## src/rtl/fetch_unit_pkg.sv

```systemverilog
// Shared defaults and state encoding for the instruction fetch unit.
package fetch_unit_pkg;

  localparam int FETCH_INSTR_BYTES = 2;
  localparam int FETCH_QUEUE_DEPTH = 2;

  typedef enum logic [1:0] {
    FETCH_IDLE,
    FETCH_REQ,
    FETCH_WAIT,
    FETCH_STALL
  } fetch_state_t;

endpackage

```

## src/rtl/fetch_unit_queue.sv

```systemverilog
// Prefetch queue: synchronous FIFO with flush (flush beats push), head visible combinationally.
// Callers never push into a full queue unless popping in the same cycle.
module fetch_queue #(
  parameter int WIDTH = 24,
  parameter int DEPTH = 2
) (
  input  logic                       clk,
  input  logic                       reset,
  input  logic                       push,
  input  logic [WIDTH-1:0]           push_data,
  input  logic                       pop,
  input  logic                       flush,
  output logic [WIDTH-1:0]           head_data,
  output logic [$clog2(DEPTH+1)-1:0] count
);

  localparam int PTR_W = (DEPTH > 1) ? $clog2(DEPTH) : 1;
  localparam int CNT_W = $clog2(DEPTH + 1);

  logic [WIDTH-1:0] mem [DEPTH];
  logic [PTR_W-1:0] rd_ptr;
  logic [PTR_W-1:0] wr_ptr;

  // Pointers wrap explicitly so DEPTH need not be a power of two.
  function automatic logic [PTR_W-1:0] ptr_inc(input logic [PTR_W-1:0] p);
    return (p == PTR_W'(DEPTH - 1)) ? '0 : p + PTR_W'(1);
  endfunction

  always_ff @(posedge clk or posedge reset) begin
    if (reset) begin
      rd_ptr <= '0;
      wr_ptr <= '0;
      count  <= '0;
    end else if (flush) begin
      rd_ptr <= '0;
      wr_ptr <= '0;
      count  <= '0;
    end else begin
      if (push) wr_ptr <= ptr_inc(wr_ptr);
      if (pop)  rd_ptr <= ptr_inc(rd_ptr);
      count <= count + CNT_W'(push) - CNT_W'(pop);
    end
  end

  always_ff @(posedge clk) begin
    if (push && !flush) mem[wr_ptr] <= push_data;
  end

  assign head_data = mem[rd_ptr];

endmodule

```

## src/rtl/fetch_unit.sv

```systemverilog
// Instruction fetch: byte reads assembled MSB-first into words, buffered in a prefetch queue.
// One outstanding read; jump flushes the queue and discards a read already in flight.
module fetch_unit
  import fetch_unit_pkg::*;
#(
  parameter int ADDR_BITS   = 8,
  parameter int DATA_BITS   = 8,
  parameter int INSTR_BYTES = FETCH_INSTR_BYTES,
  parameter int QUEUE_DEPTH = FETCH_QUEUE_DEPTH
) (
  input  logic                             clk,
  input  logic                             reset,
  output logic                             mem_rd_en,
  output logic [ADDR_BITS-1:0]             mem_addr,
  input  logic [DATA_BITS-1:0]             mem_rdata,
  input  logic                             mem_rvalid,
  input  logic                             jump_en,
  input  logic [ADDR_BITS-1:0]             jump_target,
  output logic                             instr_valid,
  input  logic                             instr_ready,
  output logic [INSTR_BYTES*DATA_BITS-1:0] instr_data,
  output logic [ADDR_BITS-1:0]             instr_pc
);

  localparam int CNT_W  = $clog2(QUEUE_DEPTH + 1);
  localparam int BCNT_W = (INSTR_BYTES > 1) ? $clog2(INSTR_BYTES) : 1;

  typedef struct packed {
    logic [0:INSTR_BYTES-1][DATA_BITS-1:0] word;
    logic [ADDR_BITS-1:0]                  pc;
  } entry_t;

  fetch_state_t state, state_nxt;
  logic [ADDR_BITS-1:0] fetch_pc;
  logic [ADDR_BITS-1:0] start_pc;
  logic [BCNT_W-1:0]    byte_cnt;
  logic                 discard;
  logic [0:INSTR_BYTES-1][DATA_BITS-1:0] asm_q;
  logic [0:INSTR_BYTES-1][DATA_BITS-1:0] asm_nxt;

  logic [CNT_W-1:0] q_count;
  logic [CNT_W:0]   cnt_after_push;
  entry_t           push_entry;
  entry_t           head_entry;
  logic q_pop, q_push, q_space, room_after_push;
  logic resp, take, last_byte, issue, in_flight_on_jump;

  assign q_pop     = instr_valid && instr_ready;
  assign q_space   = (q_count < CNT_W'(QUEUE_DEPTH)) || q_pop;
  assign resp      = (state == FETCH_WAIT) && mem_rvalid;
  assign take      = resp && !discard;
  assign last_byte = (byte_cnt == BCNT_W'(INSTR_BYTES - 1));
  assign q_push    = take && last_byte && !jump_en;
  // A new instruction only starts when its result is guaranteed a queue slot.
  assign issue     = (state == FETCH_REQ) && !jump_en &&
                     ((byte_cnt != '0) || q_space);

  assign cnt_after_push  = {1'b0, q_count} + (CNT_W+1)'(1) - (CNT_W+1)'(q_pop);
  assign room_after_push = cnt_after_push < (CNT_W+1)'(QUEUE_DEPTH);
  // A jump in WAIT leaves a response owed unless it is arriving right now.
  assign in_flight_on_jump = (state == FETCH_WAIT) && !mem_rvalid;

  always_comb begin
    asm_nxt           = asm_q;
    asm_nxt[byte_cnt] = mem_rdata;
  end

  always_comb begin
    push_entry      = '0;
    push_entry.word = asm_nxt;
    push_entry.pc   = start_pc;
  end

  always_comb begin
    state_nxt = state;
    case (state)
      FETCH_IDLE:  state_nxt = FETCH_REQ;
      FETCH_REQ: begin
        if (issue) state_nxt = FETCH_WAIT;
        else if (!q_space) state_nxt = FETCH_STALL;
      end
      FETCH_WAIT: begin
        if (resp) begin
          if (discard) state_nxt = FETCH_REQ;
          else if (!last_byte) state_nxt = FETCH_REQ;
          else state_nxt = room_after_push ? FETCH_REQ : FETCH_STALL;
        end
      end
      FETCH_STALL: if (q_space) state_nxt = FETCH_REQ;
      default:     state_nxt = FETCH_IDLE;
    endcase
    if (jump_en) state_nxt = in_flight_on_jump ? FETCH_WAIT : FETCH_REQ;
  end

  always_ff @(posedge clk or posedge reset) begin
    if (reset) begin
      state    <= FETCH_IDLE;
      fetch_pc <= '0;
      start_pc <= '0;
      byte_cnt <= '0;
      discard  <= 1'b0;
      asm_q    <= '0;
    end else begin
      state <= state_nxt;
      if (jump_en) begin
        fetch_pc <= jump_target;
        byte_cnt <= '0;
        discard  <= in_flight_on_jump;
      end else begin
        if (issue) fetch_pc <= fetch_pc + ADDR_BITS'(1);
        if (issue && (byte_cnt == '0)) start_pc <= fetch_pc;
        if (take) begin
          asm_q[byte_cnt] <= mem_rdata;
          byte_cnt        <= last_byte ? '0 : byte_cnt + BCNT_W'(1);
        end
        if (resp && discard) discard <= 1'b0;
      end
    end
  end

  fetch_queue #(
    .WIDTH ($bits(entry_t)),
    .DEPTH (QUEUE_DEPTH)
  ) u_queue (
    .clk       (clk),
    .reset     (reset),
    .push      (q_push),
    .push_data (push_entry),
    .pop       (q_pop),
    .flush     (jump_en),
    .head_data (head_entry),
    .count     (q_count)
  );

  assign mem_rd_en   = issue;
  assign mem_addr    = fetch_pc;
  assign instr_valid = (q_count != '0);
  assign instr_data  = instr_valid ? head_entry.word : '0;
  assign instr_pc    = instr_valid ? head_entry.pc : '0;

endmodule
```

## config.mk

```make
export PLATFORM = sky130hd
export DESIGN_NAME = fetch_unit
export DESIGN_NICKNAME = d
export VERILOG_FILES = /design/src/rtl/fetch_unit_pkg.sv /design/src/rtl/fetch_unit_queue.sv /design/src/rtl/fetch_unit.sv
export SDC_FILE = /design/constraint.sdc
export NUM_CORES = 1
export LEC_CHECK = 0
export BUFFER_PORTS_ARGS = -buffer_cell sky130_fd_sc_hd__buf_2
export CAP_MARGIN = 20
export CORE_MARGIN = 1.5
export CORE_UTILIZATION = 62
export CTS_CLUSTER_DIAMETER = 120
export DETAILED_ROUTE_END_ITERATION = 16
export HOLD_SLACK_MARGIN = 0.02
export PLACE_DENSITY = 0.95
export SLEW_MARGIN = 5
export SYNTH_ARGS = -nofsm -noshare
export SYNTH_HDL_FRONTEND = slang
export SYNTH_HIERARCHICAL = 1
export SYNTH_SLANG_ARGS = --single-unit
```

## constraint.sdc

```tcl
create_clock -name clk -period 7.84 [get_ports clk]
set_clock_uncertainty 0.1 [all_clocks]
set_input_delay 0 -clock clk [delete_from_list [all_inputs] [get_ports clk]]
set_output_delay 0 -clock clk [all_outputs]
set_load 0.05 [all_outputs]
```

==> reports/summary.txt, run 1 <==
status = completed
H-tree depth reported by CTS = 3
Worst setup EP type = flip-flop
Switching Power = 499 uW
YS warnings = 6
clock network fraction of total power = 22.0%
CTS Sinks = 88
Post-Syn Area = 4090 um2
Starting Density = 64.4%
Main synth FF type = edfxtp_1
Post-DP HPWL = 4530 um
Die W = 84.2 um
die area = 7090 um2
num ports = 55
share of the synthesized area in the top cell type = 35.3%
Final Max Slew Viols = 0
final hold violations = 0
Mapped Nets = 304
Die H = 84.2 um
startpoint class of the critical path = flip-flop
area delta synth->final = 17.9%
logic gate share of total power = 32.8%
worst path arrival time = 2860 ps
commonest non-fill, non-tap cell in the layout = buf_2
core area = 6350 um2
wire length per cell = 17.5 um
Switching Fraction = 35.5%
Area contributors post-synth = edfxtp_1 (35%), dfrtp_1 (24%), mux2_2 (10%)
Seq/Total Area, Yosys = 59.7%
hold_buf cts = 21
Relative slew margins = 36.7%
grt total ovfl = 0
Routed WL = 7670 um
RePlAce Congestion = 0.843
Clk Latency, worst-skew pair = 350 ps
initial antenna violation count = 0
GRT Total Usage = 21.4%
mean post-synth cell area = 14.8 um2
unrepaired setup endpoints after global routing = no
Iter 0 DRT Violations = 125
largest net degree at the start of global routing = 37
Peak supply drop = 188 uV
# resized after CTS = 0
slowest CP cell = nor3b_2
Final Setup Violations = 0
final net count = 384
total CTS buffers = 9
area leader, netlist = edfxtp_1
cell area power density = 292 nW/um2
post-DR vias/cell = 5.70
vias in the first global route = 2375
Synth Instances = 277
Worst path max stage delay = 650 ps
crit-path most repeated cell = buf_4
CTS Root Cell = clkbuf_8
worst-case clock buffer depth = 2
setup TNS = 0 ps
final core occ = 75.9%
CTS clock-pin slew for the worst setup and hold paths = 80 ps
port bufs = 54
Async SR Flop Fraction = 45.5%
maximum clock frequency = 0.342 GHz
Worst EP required = 7780 ps
Final Cycle Share = 37.3%
Yosys cell types = 40
min Tclk post-route = 2920 ps
Seq pwr share = 45.2%
FP Rows = 29
# diodes = 0
WS Path Type = flip-flop to flip-flop
most frequent cells in the layout = buf_2 (54), edfxtp_1 (48), dfrtp_1 (40)
cells along the critical path = inv_1, ha_1, nand2_1, nor3_2, buf_4, and2_1, nor3b_2, buf_4
first-pass GRT wire length = 11700 um
P_leak = 2.08 nW
post-route antenna net violation count = 0
layout cell share with drive strength beyond 1 = 39.2%
postcts setup bufs = 0
Hold Crit Class = input port to asynchronous set/reset pin
Post-synth EDFFs = 48
Residual DRC = 0
FF+latch count, synth = 88
Worst Tran Pin Value = 949 ps
Internal Pwr Total = 907 uW
worst-path fanout max = 17
CTS tree = done
drt pass-1 iters = 5
Max Cap Viol = 0
vias = 2503
[final cells by class]
type	instances	area, um2
Fill cell	337	1530
Timing Repair Buffer	81	537
Multi-Input combinational cell	167	1510
Clock buffer	13	149
Tap cell	77	96.3
Sequential cell	88	2440
Inverter	10	37.5
Clock inverter	3	43.8
[worst paths after layout]
check,start,slack [ps],depth (start not counted),end
setup / recovery,state[0],4920,8,u_queue/mem[0][6]
hold / removal,reset,210,4,discard
setup reg to reg,state[0],4920,8,u_queue/mem[0][6]
hold reg to reg,start_pc[4],390,0,u_queue/mem[0][4]
max in group asynchronous,reset,6910,4,u_queue/wr_ptr
min in group clk,mem_rvalid,300,3,discard
[power groups by stage]
stage	registers [mW]	logic [mW]	clock network [mW]
global placement	0.632	0.427	0
floorplan	0.647	0.344	0
global route	0.644	0.489	0.331
CTS	0.631	0.451	0.310
finish	0.635	0.461	0.310
detailed placement	0.640	0.439	0
[logic make-up (layout without fill, tap and decap cells)]
kind of cell / Yosys count / after routing / synth area share (%)
mux: 66 / 66 / 20.6
simple gates: 68 / 68 / 9.36
flops: 88 / 88 / 59.7
buf+inv: 22 / 107 / 3.43
xor+xnor: 11 / 11 / 2.69
fa+ha+maj: 6 / 6 / 1.84
compound gates: 16 / 16 / 2.36
[critical path, delay by kind of cell, from the launching register on]
kind / cells / cell delay, ps
flops: 1 / 420
simple gates: 4 / 1120
buf+inv: 3 / 720
fa+ha+maj: 1 / 250
[layer usage]
metal	track usage (%)	up-vias	routed length [um]
met4	10.9	0	163
met1	28.0	1246	3270
met5	0	-	0
li1	-	1143	-
met2	34.7	97	3850
met3	4.03	17	389
[stage by stage]
step	hold slack (ps)	power, mW	area [um2]	cells	worst slack [ps]
6_report	207	1.41	4820	439	4920
5_1_grt	244	1.46	4820	439	4700
4_1_cts	211	1.39	4790	437	4880
3_5_place_dp	-184	1.08	4390	400	4890
3_3_place_gp	-193	1.06	4390	400	5080
2_1_floorplan	-334	0.991	4090	277	3890
[cells in the mapped netlist, types with 2 or more instances]
cell type	number
nor2_1	9
nor2b_1	27
a21oi_1	2
nand2_1	14
nor3_1	3
buf_12	2
o21ai_0	9
nand3b_1	2
edfxtp_1	48
buf_6	2
dfrtp_1	40
buf_4	2
mux2_2	37
inv_1	9
nand3_1	2
clkbuf_1	4
xnor2_1	8
buf_2	2
xor2_1	2
ha_1	6
mux2i_1	2
mux2_4	27
[sequential cells by signal, indices dropped and copies added, names as in the netlist]
signal          count
asm_q              16
state               2
byte_cnt            1
discard             1
u_queue/count       2
mem_addr            8
u_queue/wr_ptr      1
u_queue/rd_ptr      1
start_pc            8
u_queue/mem        48
(Power assumes the default switching activity.)
==> inputs of run 2 (changes only) <==
--- a/config.mk
+++ b/config.mk
@@ -5,14 +5,15 @@
 export SDC_FILE = /design/constraint.sdc
 export NUM_CORES = 1
 export LEC_CHECK = 0
+export ABC_AREA = 1
 export BUFFER_PORTS_ARGS = -buffer_cell sky130_fd_sc_hd__buf_2
 export CAP_MARGIN = 20
 export CORE_MARGIN = 1.5
-export CORE_UTILIZATION = 62
+export CORE_UTILIZATION = 52
 export CTS_CLUSTER_DIAMETER = 120
 export DETAILED_ROUTE_END_ITERATION = 16
 export HOLD_SLACK_MARGIN = 0.02
-export PLACE_DENSITY = 0.95
+export PLACE_DENSITY = 0.86
 export SLEW_MARGIN = 5
 export SYNTH_ARGS = -nofsm -noshare
 export SYNTH_HDL_FRONTEND = slang
==> constraint.sdc (replaced) <==
create_clock -name clk -period 2.3 [get_ports clk]
set_clock_uncertainty 0.1 [all_clocks]
set_input_delay 0 -clock clk [delete_from_list [all_inputs] [get_ports clk]]
set_output_delay 0 -clock clk [all_outputs]
set_load 0.05 [all_outputs]
==> run 2 against run 1 <==
Combinational power rose to 3.6 times the previous value. Global-route usage shrank 0.17 points. First-iteration DRC count up 30%. Die area is 24% higher. Clock power rose to 3.1 times the previous value. Worst setup slack lost 4800 ps. Critical path type unchanged. Highest routed layer unchanged.
==> reports/summary.txt, run 2 <==
Die H = 93.8 um
Post-Syn Area = 4290 um2
YS warnings = 6
Switching Power = 1.95 mW
port bufs = 54
Hold Slack = 51.8 ps
H-tree depth reported by CTS = 3
Final Cycle Share = 93.7%
Async SR Flop Fraction = 45.5%
core area = 7850 um2
Seq pwr share = 46.5%
GR Util met3 = 4.05%
most frequent cells after synthesis = nand2_1 (101), inv_1 (61), edfxtp_1 (48), dfrtp_1 (40), nor2_1 (31)
Die W = 93.8 um
post-DR vias/cell = 5.13
flip-flop count of the largest register after layout = 48
wire length per cell = 14.2 um
Post-DP HPWL = 5710 um
Post-synth EDFFs = 48
met2 usage = 36.1%
area leader, netlist = edfxtp_1
largest net degree at the start of global routing = 33
status = completed
num ports = 55
mean post-synth cell area = 10.2 um2
Relative slew margins = 71.0%
placed instance area = 4640 um2
grt total ovfl = 0
maximum clock frequency = 0.464 GHz
Cells after DPL = 567
Main synth FF type = edfxtp_1
post-route antenna net violation count = 0
Worst setup EP type = flip-flop
Final Setup Violations = 0
Final Max Slew Viols = 0
GRT Total Usage = 21.3%
total CTS buffers = 9
# diodes = 0
Most flops, register = u_queue/mem
Synth Instances = 419
P_leak = 2.41 nW
die area = 8800 um2
GR peak layer = met2
final hold violations = 0
most numerous cell in the Yosys netlist = nand2_1
CTS Sinks = 88
vias = 3108
layout cell share with drive strength beyond 1 = 25.6%
final net count = 526
Routed WL = 8620 um
initial antenna violation count = 0
Iter 0 DRT Violations = 162
commonest non-fill, non-tap cell in the layout = nand2_1
CTS clock-pin slew for the worst setup and hold paths = 90 ps
min Tclk post-route = 2150 ps
area delta synth->final = 17.5%
worst-case clock buffer depth = 2
most frequent cells in the layout = nand2_1 (101), inv_1 (61), buf_2 (54)
Clk Latency, worst-skew pair = 360 ps
Seq/Total Area, Yosys = 56.9%
Yosys cell types = 31
FP Rows = 32
Starting Density = 54.7%
Area contributors post-synth = edfxtp_1 (34%), dfrtp_1 (23%), nand2_1 (8.8%)
Largest regs = u_queue/mem (48), asm_q (16)
cell area power density = 968 nW/um2
RePlAce Congestion = 0.806
vias in the first global route = 3124
CTS tree = done
FF+latch count, synth = 88
clock network fraction of total power = 19.6%
GR Layer Usage met1 = 25.8%
Mapped Nets = 446
startpoint class of the critical path = flip-flop
Peak supply drop = 585 uV
Residual DRC = 0
worst-path fanout max = 24
Hold Crit Class = input port to asynchronous set/reset pin
Worst Tran Pin Value = 435 ps
worst path arrival time = 2120 ps
unrepaired setup endpoints after global routing = no
share of the synthesized area in the top cell type = 33.6%
Internal Pwr Total = 2.93 mW
post-route cell area = 5040 um2
drt pass-1 iters = 4
non-filler instance count after layout = 606
CTS Root Cell = clkbuf_8
Max Cap Viol = 0
logic gate share of total power = 33.9%
first-pass GRT wire length = 14200 um
WS Path Type = flip-flop to flip-flop
Worst EP required = 2260 ps
Switching Fraction = 40.0%
[run 2: metal layers]
layer | vias up | wire length, um
met5 | - | 0
met4 | 0 | 272
met3 | 24 | 352
met2 | 98 | 4420
met1 | 1485 | 3570
li1 | 1501 | -
[run 2: logic make-up after synthesis]
family	Yosys count	synth area share [%]
flip-flops	88	56.9
AND/OR/NAND/NOR	176	19.0
multiplexers	24	7.88
adder cells (fa/ha/maj)	6	1.75
AO/OA/AOI/OAI	42	5.05
XOR/XNOR	2	0.408
buffers and inverters	81	9.01
[run 2: final cells by class]
type | instances | area [um2]
Fill cell | 600 | 2810
Sequential cell | 88 | 2440
Multi-Input combinational cell | 250 | 1470
Timing Repair Buffer | 85 | 586
Inverter | 65 | 246
Clock buffer | 10 | 128
Tap cell | 102 | 128
Clock inverter | 6 | 41.3
[run 2: final timing paths]
kind,slack (ps),to,depth (start not counted),from
setup / recovery,150,u_queue/mem[0][7],9,state[0]
hold reg to reg,380,u_queue/mem[1][7],0,start_pc[7]
max in group asynchronous,1330,mem_addr[0],4,reset
hold / removal,50,asm_q[4],3,reset
min in group clk,330,mem_addr[5],4,jump_target[5]
setup reg to reg,150,u_queue/mem[0][7],9,state[0]
[run 2: metrics by stage]
step                      TNS (ps)  util [%]  power [mW]  setup WS [ps]
final                            0      64.2        4.88            145
after floorplan              -7230         -        3.54           -155
after global placement           0      59.1        3.81            286
after global routing             0      64.2        5.15           81.6
after detailed placement         0      59.1        3.92            173
after CTS                        0      64.2        4.89            166
[run 2: timing repair]
item,CTS,global route
gates resized for setup,0,0
hold buffers,23,0
endpoints found under the hold margin,93,0
buffers inserted,0,0
[run 2: critical path, stage by stage, from the launching register on]
cell and delay, ps:
dfrtp_1 430, inv_1 70, ha_1 240, nand2_2 100, nor2_4 110, inv_2 70
nor3_1 190, nand2_1 140, nor2_2 180, buf_12 200
[run 2: power groups by stage]
stage	logic, mW	clock network (mW)	registers, mW
5_1_grt	1.83	1.03	2.30
3_5_place_dp	1.62	0	2.30
2_1_floorplan	1.14	0	2.40
4_1_cts	1.66	0.969	2.27
3_3_place_gp	1.54	0	2.27
6_report	1.65	0.955	2.27
==> inputs of run 3 (changes only) <==
--- a/config.mk
+++ b/config.mk
@@ -6,14 +6,14 @@
 export NUM_CORES = 1
 export LEC_CHECK = 0
 export ABC_AREA = 1
-export BUFFER_PORTS_ARGS = -buffer_cell sky130_fd_sc_hd__buf_2
 export CAP_MARGIN = 20
 export CORE_MARGIN = 1.5
-export CORE_UTILIZATION = 52
+export CORE_UTILIZATION = 57
 export CTS_CLUSTER_DIAMETER = 120
 export DETAILED_ROUTE_END_ITERATION = 16
+export DONT_BUFFER_PORTS = 1
 export HOLD_SLACK_MARGIN = 0.02
-export PLACE_DENSITY = 0.86
+export PLACE_DENSITY = 0.85
 export SLEW_MARGIN = 5
 export SYNTH_ARGS = -nofsm -noshare
 export SYNTH_HDL_FRONTEND = slang
==> run 3 against run 2 <==
Cell area barely moved. First-iteration DRC count rose by 57%. Utilization rose by 5.3 points. Die area fell by 8.5%. Via count fell by 2.1%. Highest routed layer unchanged. Final cell count fell by 3.6%. Register-to-register slack improved by 60 ps. Sequential share of layout area barely moved. Non-clock buffer count fell by 19.
==> reports/summary.txt, run 3 (synthesized netlist as in run 2, its figures left out) <==
Final Cycle Share = 91.1%
Starting Density = 59.1%
startpoint class of the critical path = flip-flop
Final Max Slew Viols = 0
num ports = 55
RePlAce Congestion = 0.847
FP Rows = 31
Worst setup EP type = flip-flop
initial antenna violation count = 0
Relative slew margins = 42.2%
port bufs = 0
worst-path fanout max = 24
P_leak = 2.37 nW
final net count = 507
worst path arrival time = 2040 ps
status = completed
Routed WL = 8650 um
cell area power density = 1000 nW/um2
layout cell share with drive strength beyond 1 = 22.5%
Residual DRC = 0
GRT Total Usage = 22.6%
CTS clock-pin slew for the worst setup and hold paths = 80 ps
wire length per cell = 14.8 um
Iter 0 DRT Violations = 255
Largest regs = u_queue/mem (48), asm_q (16)
WP buf/inv = 3
Setup crit start = state[0]
maximum clock frequency = 0.477 GHz
Worst path max stage delay = 420 ps
Final Setup Violations = 0
first-pass GRT wire length = 14400 um
worst reg2reg path startpoint = state[0]
H-tree depth reported by CTS = 3
placed instance area = 4610 um2
final hold violations = 0
die area = 8050 um2
CTS Root Cell = clkbuf_8
core area = 7250 um2
Max Cap Viol = 0
drt pass-1 iters = 6
Die H = 89.7 um
Clk Latency, worst-skew pair = 350 ps
total CTS buffers = 9
grt total ovfl = 0
WS Path Type = flip-flop to flip-flop
delay-heaviest family, CP = simple AND/OR/NAND/NOR gates
slowest CP cell = dfrtp_1
final core occ = 69.5%
Most flops, register = u_queue/mem
flip-flop count of the largest register after layout = 48
CTS tree = done
CTS Sinks = 88
postcts setup bufs = 0
setup TNS = 0 ps
post-route cell area = 5040 um2
post-DR vias/cell = 5.21
Hold Crit Class = input port to asynchronous set/reset pin
Post-DP HPWL = 5420 um
commonest non-fill, non-tap cell in the layout = nand2_1
Die W = 89.7 um
cells along the critical path = inv_1, ha_1, nand2_2, nor2_4, inv_2, nor3_1, nand2_1, nor2_2, buf_12
post-route antenna net violation count = 0
Worst EP required = 2250 ps
# diodes = 0
most frequent cells in the layout = nand2_1 (101), inv_1 (61), edfxtp_1 (48)
Peak supply drop = 900 uV
worst-case clock buffer depth = 2
unrepaired setup endpoints after global routing = no
min Tclk post-route = 2100 ps
largest net degree at the start of global routing = 33
Worst Tran Pin Value = 867 ps
vias = 3044
area delta synth->final = 17.6%
vias in the first global route = 3095
-- run 3: cell count changes in the layout (fill, tap and decap cells not counted), sizes merged --
cell	previous run	this run
buf	62	42
bufinv	0	1
inv	67	65
clkinvlp	2	1
dlymetal6s4s	0	1
clkinv	2	4
-- run 3: metal layers --
metal | share of wire [%] | GRT usage [%]
met1 | 40 | 26.3
met2 | 53 | 40.5
met3 | 4.6 | 4.57
met4 | 2.6 | 9.66
met5 | 0 | 0
-- run 3: layout make-up --
class	instances	area, um2
multi-input cells	250	1470
repair buffers	66	574
clock inverters	6	60.1
clock buffers	10	128
flip-flops and latches	88	2440
inverters	65	246
well taps	99	124
fillers	510	2210
-- run 3: repair_timing --
| action | CTS | global route |
|---|---|---|
| hold endpoints to repair | 112 | 0 |
| setup endpoints to repair | 0 | 19 |
| resized for setup | 0 | 2 |
| hold buffers | 24 | 0 |
-- run 3: worst paths after layout --
| kind | endpoint | slack (ps) | cells after the start |
|---|---|---|---|
| worst max-delay path | u_queue/mem[1][11] | 200 | 9 |
| worst min-delay path | start_pc[2] | 70 | 2 |
| worst max register to register | u_queue/mem[1][11] | 200 | 9 |
| worst min register to register | u_queue/mem[1][7] | 370 | 0 |
| max in group asynchronous | asm_q[10] | 1310 | 3 |
| min in group clk | mem_addr[3] | 320 | 5 |
-- run 3: through the flow --
step	cells	power [mW]	hold slack [ps]	setup WS [ps]
global placement	544	3.85	-318	250
finish	584	5.05	69.8	205
floorplan	419	3.54	-334	-155
global route	584	5.33	108	30.8
detailed placement	544	3.94	-294	193
CTS	584	5.03	75.7	41.7
-- run 3: report_power, final --
part | internal [mW] | switching, mW | total [mW]
Clock | 0.497 | 0.520 | 1.02
Combinational | 0.572 | 1.20 | 1.78
Sequential | 2.03 | 0.221 | 2.26
